--- src/rtl/frame_parser_pp.sv ---
// -----------------------------------------------------------------------------
// frame_parser_pp
// Hunts a 16-bit word stream for framed payloads of the form
//    HEADER(2 words) CHANNEL(1) payload(1..MAX_WORDS) CRC16(1) TRAILER(2)
// checks the channel word and the CRC16-CCITT over the payload, stores good
// frames in a two-entry ping-pong buffer and replays them word by word on a
// valid/ready output stream (optionally Gray-coded).
//
// Ports
//    clk_in     single clock for the whole block
//    rst_n      synchronous reset, active low
//    data_in    stream word, big-endian
//    in_vld     data_in qualifier; cycles with in_vld=0 leave the parser untouched
//    out_valid  output word valid
//    out_ready  downstream accepts the word when out_valid & out_ready
//    out_data   payload word (Gray-coded when GRAY_EN=1)
//    out_last   final word of the frame
//    out_ch     one-hot channel, stable for the whole frame
//    out_len    payload word count, stable for the whole frame
//    frame_ok   pulse: frame passed all checks and was stored
//    crc_err    pulse: CRC mismatch, frame discarded
//    ch_err     pulse: channel word not one-hot within [N_CH-1:0]
//    len_err    pulse: zero payload words or more than MAX_WORDS
//    drop_err   pulse: good frame lost because both entries are occupied
// -----------------------------------------------------------------------------
module frame_parser_pp #(
   parameter int          N_CH      = 8,
   parameter int          MAX_WORDS = 8,
   parameter logic [31:0] HEADER    = 32'hE0E0E0E0,
   parameter logic [31:0] TRAILER   = 32'h0E0E0E0E,
   parameter logic [15:0] CRC_INIT  = 16'h0000,
   parameter bit          GRAY_EN   = 1'b1
) (
   input  logic                               clk_in,
   input  logic                               rst_n,
   input  logic [15:0]                        data_in,
   input  logic                               in_vld,
   output logic                               out_valid,
   input  logic                               out_ready,
   output logic [15:0]                        out_data,
   output logic                               out_last,
   output logic [N_CH-1:0]                    out_ch,
   output logic [$clog2(MAX_WORDS+1)-1:0]     out_len,
   output logic                               frame_ok,
   output logic                               crc_err,
   output logic                               ch_err,
   output logic                               len_err,
   output logic                               drop_err
);

   localparam int LW = $clog2(MAX_WORDS + 1);
   localparam int IW = (MAX_WORDS > 1) ? $clog2(MAX_WORDS) : 1;
   localparam int CW = $clog2(MAX_WORDS + 4);

   // Body word count at which a frame without trailer is abandoned.
   localparam logic [CW-1:0] CNT_END = CW'(MAX_WORDS + 3);

   typedef enum logic [1:0] {HUNT_H, HUNT_L, CHAN, BODY} state_t;

   // CRC16-CCITT, polynomial 0x1021, whole word folded in MSB first.
   function automatic logic [15:0] crc16_word(input logic [15:0] crc, input logic [15:0] w);
      logic [15:0] c;
      logic        fb;
      c = crc;
      for (int i = 15; i >= 0; i--) begin
         fb = c[15] ^ w[i];
         c  = {c[14:0], 1'b0} ^ (fb ? 16'h1021 : 16'h0000);
      end
      return c;
   endfunction

   function automatic logic [15:0] out_code(input logic [15:0] w);
      return GRAY_EN ? (w ^ (w >> 1)) : w;
   endfunction

   // Parser state
   state_t        state;
   logic [CW-1:0] cnt;          // body words received before the current one
   logic [15:0]   lag0;         // newest body word
   logic [15:0]   lag1;
   logic [15:0]   lag2;         // oldest word still held back
   logic [15:0]   crc;
   logic [15:0]   ch_word;
   logic          wr_lost;      // a payload word could not be stored this frame
   logic          wr_sel;       // entry being filled

   // Frame storage; contents are only meaningful while the entry is committed
   logic [15:0]   mem     [2][MAX_WORDS];
   logic [N_CH-1:0] ent_ch  [2];
   logic [LW-1:0] ent_len [2];

   // Drain state
   logic [1:0]    pend;         // committed, words still to be loaded into the output stage
   logic [1:0]    occ;          // committed, out_last not yet accepted
   logic          ld_sel;       // entry the output stage loads from
   logic          fr_sel;       // entry freed by the next out_last acceptance
   logic [IW-1:0] ld_idx;

   // Combinational decode
   logic          body_s;
   logic          trl_hit_s;
   logic          shift_s;
   logic          end_s;
   logic [15:0]   crc_next_s;
   logic [15:0]   crc_fin_s;
   logic          ch_ok_s;
   logic          len_bad_s;
   logic          full_s;
   logic          wr_en_s;
   logic [IW-1:0] wr_idx_s;
   logic [LW-1:0] len_s;
   logic          v_ok_s;
   logic          v_crc_s;
   logic          v_ch_s;
   logic          v_len_s;
   logic          v_drop_s;
   logic          adv_s;
   logic [15:0]   word_s;
   logic          last_word_s;
   logic          accept_last_s;
   logic [1:0]    pend_n_s;
   logic [1:0]    occ_n_s;

   // Frame-end detection, CRC folding and verdict with its priority order
   always_comb begin
      body_s     = in_vld && (state == BODY);
      // Trailer low word arriving with trailer high word just ahead of it.
      trl_hit_s  = body_s && (cnt >= CW'(2)) && (data_in == TRAILER[15:0])
                   && (lag0 == TRAILER[31:16]);
      // Word leaving the lag line is a payload word (guarded against overrun).
      shift_s    = body_s && (cnt >= CW'(3)) && (cnt < CNT_END);
      end_s      = trl_hit_s || (body_s && (cnt == CNT_END));
      crc_next_s = crc16_word(crc, lag2);
      crc_fin_s  = shift_s ? crc_next_s : crc;
      ch_ok_s    = (ch_word != 16'h0000) && ((ch_word & (ch_word - 16'h0001)) == 16'h0000)
                   && ((ch_word >> N_CH) == 16'h0000);
      len_bad_s  = !trl_hit_s || (cnt < CW'(3)) || (cnt == CNT_END);
      full_s     = occ[wr_sel] || wr_lost;
      wr_en_s    = shift_s && !occ[wr_sel];
      wr_idx_s   = IW'(cnt - CW'(3));
      len_s      = LW'(cnt - CW'(2));

      v_ok_s   = 1'b0;
      v_crc_s  = 1'b0;
      v_ch_s   = 1'b0;
      v_len_s  = 1'b0;
      v_drop_s = 1'b0;
      if (!end_s) begin
         v_ok_s = 1'b0;
      end else if (len_bad_s) begin
         v_len_s = 1'b1;
      end else if (!ch_ok_s) begin
         v_ch_s = 1'b1;
      end else if (crc_fin_s != lag1) begin
         v_crc_s = 1'b1;
      end else if (full_s) begin
         v_drop_s = 1'b1;
      end else begin
         v_ok_s = 1'b1;
      end
   end

   // Output-side decode and next occupancy; commit and free never hit the same entry
   always_comb begin
      adv_s         = !out_valid || out_ready;
      word_s        = mem[ld_sel][ld_idx];
      last_word_s   = ((LW'(ld_idx) + LW'(1)) == ent_len[ld_sel]);
      accept_last_s = out_valid && out_ready && out_last;
      pend_n_s      = pend;
      occ_n_s       = occ;
      if (accept_last_s) begin
         occ_n_s[fr_sel] = 1'b0;
      end else begin
         occ_n_s = occ_n_s;
      end
      if (adv_s && pend[ld_sel] && last_word_s) begin
         pend_n_s[ld_sel] = 1'b0;
      end else begin
         pend_n_s = pend_n_s;
      end
      if (v_ok_s) begin
         pend_n_s[wr_sel] = 1'b1;
         occ_n_s[wr_sel]  = 1'b1;
      end else begin
         occ_n_s = occ_n_s;
      end
   end

   // Parser FSM: header hunt, channel latch, body lag line, verdict pulses
   always_ff @(posedge clk_in) begin
      if (!rst_n) begin
         state    <= HUNT_H;
         cnt      <= '0;
         lag0     <= 16'h0000;
         lag1     <= 16'h0000;
         lag2     <= 16'h0000;
         crc      <= CRC_INIT;
         ch_word  <= 16'h0000;
         wr_lost  <= 1'b0;
         wr_sel   <= 1'b0;
         frame_ok <= 1'b0;
         crc_err  <= 1'b0;
         ch_err   <= 1'b0;
         len_err  <= 1'b0;
         drop_err <= 1'b0;
      end else begin
         frame_ok <= v_ok_s;
         crc_err  <= v_crc_s;
         ch_err   <= v_ch_s;
         len_err  <= v_len_s;
         drop_err <= v_drop_s;
         if (v_ok_s) begin
            wr_sel <= ~wr_sel;
         end
         if (in_vld) begin
            case (state)
               HUNT_H: begin
                  if (data_in == HEADER[31:16]) state <= HUNT_L;
                  else                          state <= HUNT_H;
               end
               HUNT_L: begin
                  // Low-word match wins, so a header with equal halves still locks.
                  if (data_in == HEADER[15:0])       state <= CHAN;
                  else if (data_in == HEADER[31:16]) state <= HUNT_L;
                  else                               state <= HUNT_H;
               end
               CHAN: begin
                  ch_word <= data_in;
                  cnt     <= '0;
                  crc     <= CRC_INIT;
                  wr_lost <= 1'b0;
                  state   <= BODY;
               end
               BODY: begin
                  if (end_s) begin
                     state <= HUNT_H;
                  end else begin
                     lag0 <= data_in;
                     lag1 <= lag0;
                     lag2 <= lag1;
                     cnt  <= cnt + CW'(1);
                     if (shift_s) begin
                        crc <= crc_next_s;
                        if (occ[wr_sel]) wr_lost <= 1'b1;
                     end
                  end
               end
               default: state <= HUNT_H;
            endcase
         end
      end
   end

   // Payload and per-entry metadata storage
   always_ff @(posedge clk_in) begin
      if (wr_en_s) begin
         mem[wr_sel][wr_idx_s] <= lag2;
      end
      if (v_ok_s) begin
         ent_ch[wr_sel]  <= ch_word[N_CH-1:0];
         ent_len[wr_sel] <= len_s;
      end
   end

   // Output stage: loads the next stored word whenever the current one is gone
   always_ff @(posedge clk_in) begin
      if (!rst_n) begin
         pend      <= 2'b00;
         occ       <= 2'b00;
         ld_sel    <= 1'b0;
         fr_sel    <= 1'b0;
         ld_idx    <= '0;
         out_valid <= 1'b0;
         out_data  <= 16'h0000;
         out_last  <= 1'b0;
         out_ch    <= '0;
         out_len   <= '0;
      end else begin
         pend <= pend_n_s;
         occ  <= occ_n_s;
         if (accept_last_s) begin
            fr_sel <= ~fr_sel;
         end
         if (adv_s) begin
            if (pend[ld_sel]) begin
               out_valid <= 1'b1;
               out_data  <= out_code(word_s);
               out_last  <= last_word_s;
               out_ch    <= ent_ch[ld_sel];
               out_len   <= ent_len[ld_sel];
               if (last_word_s) begin
                  ld_idx <= '0;
                  ld_sel <= ~ld_sel;
               end else begin
                  ld_idx <= ld_idx + IW'(1);
               end
            end else begin
               out_valid <= 1'b0;
               out_last  <= 1'b0;
            end
         end
      end
   end

endmodule
--- config.mk ---
export PLATFORM = sky130hd
export DESIGN_NAME = frame_parser_pp
export DESIGN_NICKNAME = d
export VERILOG_FILES = /design/src/rtl/frame_parser_pp.sv
export SDC_FILE = /design/constraint.sdc
export NUM_CORES = 1
export LEC_CHECK = 0
export CORE_MARGIN = 4
export CORE_UTILIZATION = 35
export CTS_BUF_LIST = sky130_fd_sc_hd__clkbuf_8 sky130_fd_sc_hd__clkbuf_16
export DETAILED_ROUTE_END_ITERATION = 7
export GPL_ROUTABILITY_DRIVEN = 0
export PLACE_DENSITY = 0.53
export SLEW_MARGIN = 10
export SYNTH_ARGS = -nofsm -noshare
export SYNTH_HDL_FRONTEND = slang
export SYNTH_SLANG_ARGS = --single-unit
export TNS_END_PERCENT = 50
--- constraint.sdc ---
create_clock -name clk_in -period 4 [get_ports clk_in]
set_input_delay 0.6 -clock clk_in [delete_from_list [all_inputs] [get_ports clk_in]]
set_output_delay 0.6 -clock clk_in [all_outputs]
set_load 0.05 [all_outputs]
==> impl_metrics.ini, run 1 <==
[synth]
synth-edff-count = 280
syn_nets = 1220
synth_top_area_share_pct = 49.2
netlist_area_sq_mm = 0.0171
synthSimpleGateAreaFrac_pct = 8.63
synthTopCellsByCount = edfxtp_1, nand2_1, dfxtp_1
synthXorXnorAreaFrac_pct = 6.81
synth_area_leader_cell = edfxtp_1
ys_seq_elements = 413
synth_fa_ha_area_share_pct = 0.425
syn_inst = 1195
synth_compound_gate_area_share_pct = 5.76
synth_top_flop_cell = edfxtp_1
synth_top_family_by_area = multiplexers
synthArstFlopShare_pct = 0
yosysWarnings = 0
synth.avg_cell_area_sq_um = 14.3
yosysMostFrequentCell = edfxtp_1
ys_seq_area_share_pct = 64.8
yosys-top-cells-area = edfxtp_1, dfxtp_1, mux4_2
synthMuxAreaShare_pct = 11.7
ys_types = 63

[global_route]
antenna_found_initial = 0
grt_max_degree = 59
grtUsageTotal_pct = 15.9
grt_pass1_vias = 10100
grt_remaining_overflow = 0
grt_first_pass_wirelength_mm = 63.7

[timing]
clock.fmax_ghz = 0.279
finalSetupTns_ns = 0
final_hold_viol_count = 0
relSlewSlack_pct = 32.7
period_minus_slack_ns = 3.59
rsz0062_at_grt = false
period_share_pct = 89.8
setup_viol = 0
fin_skew_ns = 0.0173
maxSlewViolCount = 0
worst_pin_slew_ns = 1.01

[drt]
drtIter0Drc = 770
wl_met1_mm = 19.1
ant_nets = 0
dr_wl_met2_mm = 20.3
dr.pass1.iters = 4
top_layer = met4
met3WireLength_mm = 1.82
vias_per_cell = 5.11
drc = 0
wl_per_cell_um = 21.5
via_count = 9929
routed_wl_mm = 41.8

[cts]
cts_root_buffer = clkbuf_16
holdBufCountCts = 0
cts.sinks = 413
cts-resized-gates = 0
clock_latency_ns = 0.57
clkTransAtPathRegs_ns = 0.06
cts_buffer_depth = 3
cts_tree = done
numCtsBuffers = 43
post_cts_buffers = 0
htreeDepth = 2

[layout]
drive_gt1_share_pct = 18.8
diodes = 0
final_cell_count_no_fill = 1943
fillers = 4417
area.growth.synth_to_final_pct = 18.2
nNetsFinal = 1320

[setup_path]
worst-setup-path-type = flip-flop to flip-flop
worstSetupStartpointType = flip-flop
r2r_setup_slack_ns = 0.41
arrival_ns = 3.85
cp_max_fo = 12
required_ns = 4.26
startpoint = crc[15]$_SDFFE_PN0P_
reg2reg_from = crc[15]$_SDFFE_PN0P_
critPathCaptureType = flip-flop

[power]
powerDensity_mw_per_mm2 = 427
p_leak_nw = 7.08
internal_power_mw = 6.90
switching_share_pct = 19.8
ir_drop_v = 0.000273
seq_power_share_pct = 52.3
p_comb_share_pct = 0.7
power.share.clock_pct = 47.0
power.net_switching_mw = 1.71

[hold_path]
worst_hold_startpoint = ch_word[11]$_SDFFE_PN0P_
hp-class = flip-flop to flip-flop

[die]
coreArea_sq_mm = 0.0479
initial_core_util_pct = 35.6
die_h_um = 229
rows = 80
dieWidth_um = 229
num_io_pins = 55
dieArea_sq_mm = 0.0524

[placement]
dp_hpwl_mm = 27.2
io_buffers = 54
dp_cells = 1865

[run]
max-cap-violations = 0

[run_status]
status = completed
## power by group through the flow
stage               clock network [mW]  registers, mW  logic, mW
floorplan                            0           4.59     0.0202
global placement                     0           4.59     0.0627
detailed placement                   0           4.59     0.0621
CTS                               4.16           4.50     0.0625
global route                      4.33           4.50     0.0662
finish                            4.05           4.50     0.0622
## layout make-up
| class | count | area, sq um | share of cell area (%) |
|---|---|---|---|
| tap | 615 | 769 | 3.81 |
| inverter | 14 | 55.1 | 0.273 |
| timing repair buffer | 120 | 1090 | 5.38 |
| clock buffer | 44 | 1090 | 5.40 |
| sequential | 413 | 11100 | 54.9 |
| multi-input combinational | 703 | 5770 | 28.6 |
| clock inverter | 34 | 337 | 1.67 |
## path summary, 6_finish.rpt
path / end / cells after the start
setup / recovery: ent_ch[0][7]$_DFFE_PP_ / 9
hold / removal: ch_word[11]$_SDFFE_PN0P_ / 2
setup reg to reg: ent_ch[0][7]$_DFFE_PP_ / 9
hold reg to reg: ch_word[11]$_SDFFE_PN0P_ / 2
## cells by family after synthesis
logic type	Yosys count
xor+xnor	103
mux	100
fa+ha+maj	6
flops	413
simple gates	331
buf+inv	79
compound gates	163
## metal layers
layer,up-vias,track usage [%]
met4,0,3.25
met3,50,2.84
li1,4676,-
met2,202,26.3
met5,-,0
met1,5001,22.3
## worst max-delay path: stages, from the launching register on
cell and delay (ns):
dfxtp_1 0.38, xnor2_1 0.37, xor3_1 0.51, xor2_1 0.44
xnor2_1 0.17, a31oi_1 0.11, or4_4 0.47, or4_1 0.53
nor2_1 0.10, buf_4 0.22
## placed cells by master (no fill, tap or decap), drive strengths merged, types with 3 or more instances in the layout
cell type,Yosys,routed
mux2i,19,19
nor2,88,88
inv,13,20
nor3b,5,5
mux4,80,80
xnor3,6,6
and2,3,3
dfxtp,133,133
buf,14,66
o21ai,20,20
nand2,155,155
nor4,10,10
clkbuf,51,44
or4,5,5
and3,4,4
xor2,27,27
nand2b,6,6
xor3,7,7
a22oi,14,14
clkinv,1,19
nand4,7,7
nand3,17,17
edfxtp,280,280
clkdlybuf4s50,0,54
bufinv,0,6
a21oi,83,83
xnor2,63,63
a211oi,31,31
or3,5,5
nor3,17,17
ha,5,5
clkinvlp,0,3
## sequential cells by signal (all words and copies together), names as in the netlist, 4 cells and up, named ones only
| signal | count |
|---|---|
| lag0 | 16 |
| ent_ch | 16 |
| out_ch | 8 |
| lag2 | 16 |
| lag1 | 16 |
| crc | 16 |
| out_len | 4 |
| ch_word | 16 |
| mem | 256 |
| ent_len | 8 |
| cnt | 4 |
| out_data | 16 |
## through the flow
| stage | hold slack [ns] | util, % | total power [mW] | instance area [sq um] | setup slack, ns |
|---|---|---|---|---|---|
| final | 0.458 | 42.1 | 8.61 | 20200 | 0.410 |
| after floorplan | 0.436 | - | 4.61 | 17100 | 0.264 |
| after global routing | 0.477 | 42.1 | 8.90 | 20200 | 0.214 |
| after detailed placement | 0.454 | 39.1 | 4.65 | 18800 | 0.337 |
| after global placement | 0.442 | 39.1 | 4.66 | 18800 | 0.356 |
| after CTS | 0.464 | 42.1 | 8.72 | 20200 | 0.404 |
(Power assumes the default switching activity.)
==> run 2: changes to the inputs <==
- CORE_UTILIZATION: 35 -> 50
- PLACE_DENSITY: 0.53 -> 0.71
==> run 2 against run 1 <==
  * Clock power is 7.4% lower
  * Clock-buffer cell count is 1 lower
  * Final cell count is 9.1% lower
  * Critical path depth stayed put
  * First-iteration DRC count is 22% higher
  * Setup slack worse by 0.0060 ns
  * Clock skew is 0.018 ns higher
  * Register-to-register slack hardly changed
  * Global-route usage is 5.2 points higher
  * Largest cell class unchanged
==> impl_metrics.ini, run 2 (synthesis gave the netlist of run 1 again) <==
[cts]
holdBufCountCts = 0
clkTransAtPathRegs_ns = 0.07
cts_buffer_depth = 3
cts.sinks = 413
cts-resized-gates = 0
numCtsBuffers = 42
htreeDepth = 2
cts_root_buffer = clkbuf_16
clock_latency_ns = 0.54
cts_tree = done
post_cts_buffers = 0

[layout]
final_common_cell = edfxtp_1
diodes = 0
fin_area_sq_mm = 0.0198
top_register = mem
nNetsFinal = 1311
final_cell_count_no_fill = 1767
finish.utilization_pct = 58.9
largest_reg_flops = 256
area.growth.synth_to_final_pct = 16.0
drive_gt1_share_pct = 17.4
layout_common_cells = edfxtp_1, nand2_1, dfxtp_1

[timing]
worst_pin_slew_ns = 1.19
fin_skew_ns = 0.0354
period_minus_slack_ns = 3.60
fin_ws_ns = 0.404
maxSlewViolCount = 0
relSlewSlack_pct = 20.4
clock.fmax_ghz = 0.278
finalSetupTns_ns = 0
final_hold_viol_count = 0
holdWs_ns = 0.457
rsz0062_at_grt = false
setup_viol = 0
period_share_pct = 89.9

[setup_path]
cp_max_fo = 12
critPathCaptureType = flip-flop
cp_cell_sequence = xnor2_1 -> xor3_1 -> xor2_1 -> xnor2_1 -> a31oi_1 -> or4_4 -> or4_1 -> nor2_1 -> buf_4
crit_buf_inv = 1
critical-path-slowest-cell = xor3_1
critPathTopFamily = XOR/XNOR gates
required_ns = 4.23
max_stage_delay_ns = 0.61
worstSetupStartpointType = flip-flop
crit_path_frequent_cell = xnor2_1
arrival_ns = 3.83
worst-setup-path-type = flip-flop to flip-flop

[die]
dieWidth_um = 193
rows = 67
coreArea_sq_mm = 0.0336
num_io_pins = 55
dieArea_sq_mm = 0.0372
die_h_um = 193
initial_core_util_pct = 50.8

[power]
total_power_mw = 8.31
p_leak_nw = 7.02
ir_drop_v = 0.000373
powerDensity_mw_per_mm2 = 420

[drt]
drc = 0
routed_wl_mm = 38.8
vias_per_cell = 5.75
drtIter0Drc = 943
via_count = 10200
wl_per_cell_um = 22.0
dr.pass1.iters = 5
ant_nets = 0

[global_route]
antenna_found_initial = 0
grt_pass1_vias = 10100
met2_usage_pct = 35.4
grt_first_pass_wirelength_mm = 60.0
use_met1_pct = 29.4
grt.met3_usage_pct = 3.29
grtUsageTotal_pct = 21.1
grt_max_degree = 69
grt_remaining_overflow = 0
top_usage_layer = met2

[placement]
dp_slack_ns = 0.293
io_buffers = 54
dp_cells = 1690
placed_cell_area_sq_mm = 0.0185
dp_hpwl_mm = 25.3

[run]
max-cap-violations = 0

[hold_path]
hp-class = flip-flop to flip-flop

[run_status]
status = completed
## run 2: cell count changes in the layout (fill, tap and decap cells not counted), sizes merged
cell	previous run	this run
clkinv	19	16
clkinvlp	3	1
inv	20	28
bufinv	6	3
clkbuf	44	43
buf	66	58
## run 2: report_power, final
part | internal, mW | switching (mW) | total [mW]
combinational | 0.0205 | 0.0389 | 0.0594
clock | 2.14 | 1.61 | 3.75
sequential | 4.50 | 0.000000146 | 4.50
## run 2: path summary, 6_finish.rpt
path	startpoint	end	slack (ns)	depth (start not counted)
max reg2reg	crc[7]$_SDFFE_PN0P_	ent_len[1][1]$_DFFE_PP_	0.40	9
min reg2reg	ch_word[12]$_SDFFE_PN0P_	ch_word[12]$_SDFFE_PN0P_	0.46	2
max	crc[7]$_SDFFE_PN0P_	ent_len[1][1]$_DFFE_PP_	0.40	9
min	ch_word[12]$_SDFFE_PN0P_	ch_word[12]$_SDFFE_PN0P_	0.46	2
## run 2: cell type report
class                   instances  area, sq um
fillers                      2567        13800
flip-flops and latches        413        11100
multi-input cells             703         5760
clock buffers                  43         1060
repair buffers                112         1030
well taps                     448          561
clock inverters                34          263
inverters                      14         53.8
## run 2: routing by layer
metal  wire (um)  vias to the layer above
met2       19300                      326
met1       16200                     5104
met3        2390                       79
met4         904                        0
met5           0                        -
li1            -                     4657
## run 2: worst register-to-register path, cell delays in order (launching register included)
cell and delay [ns]:
dfxtp_1 0.34, xnor2_1 0.37, xor3_1 0.61, xor2_1 0.41, xnor2_1 0.17, a31oi_1 0.12
or4_4 0.46, or4_1 0.51, nor2_1 0.10, buf_4 0.22
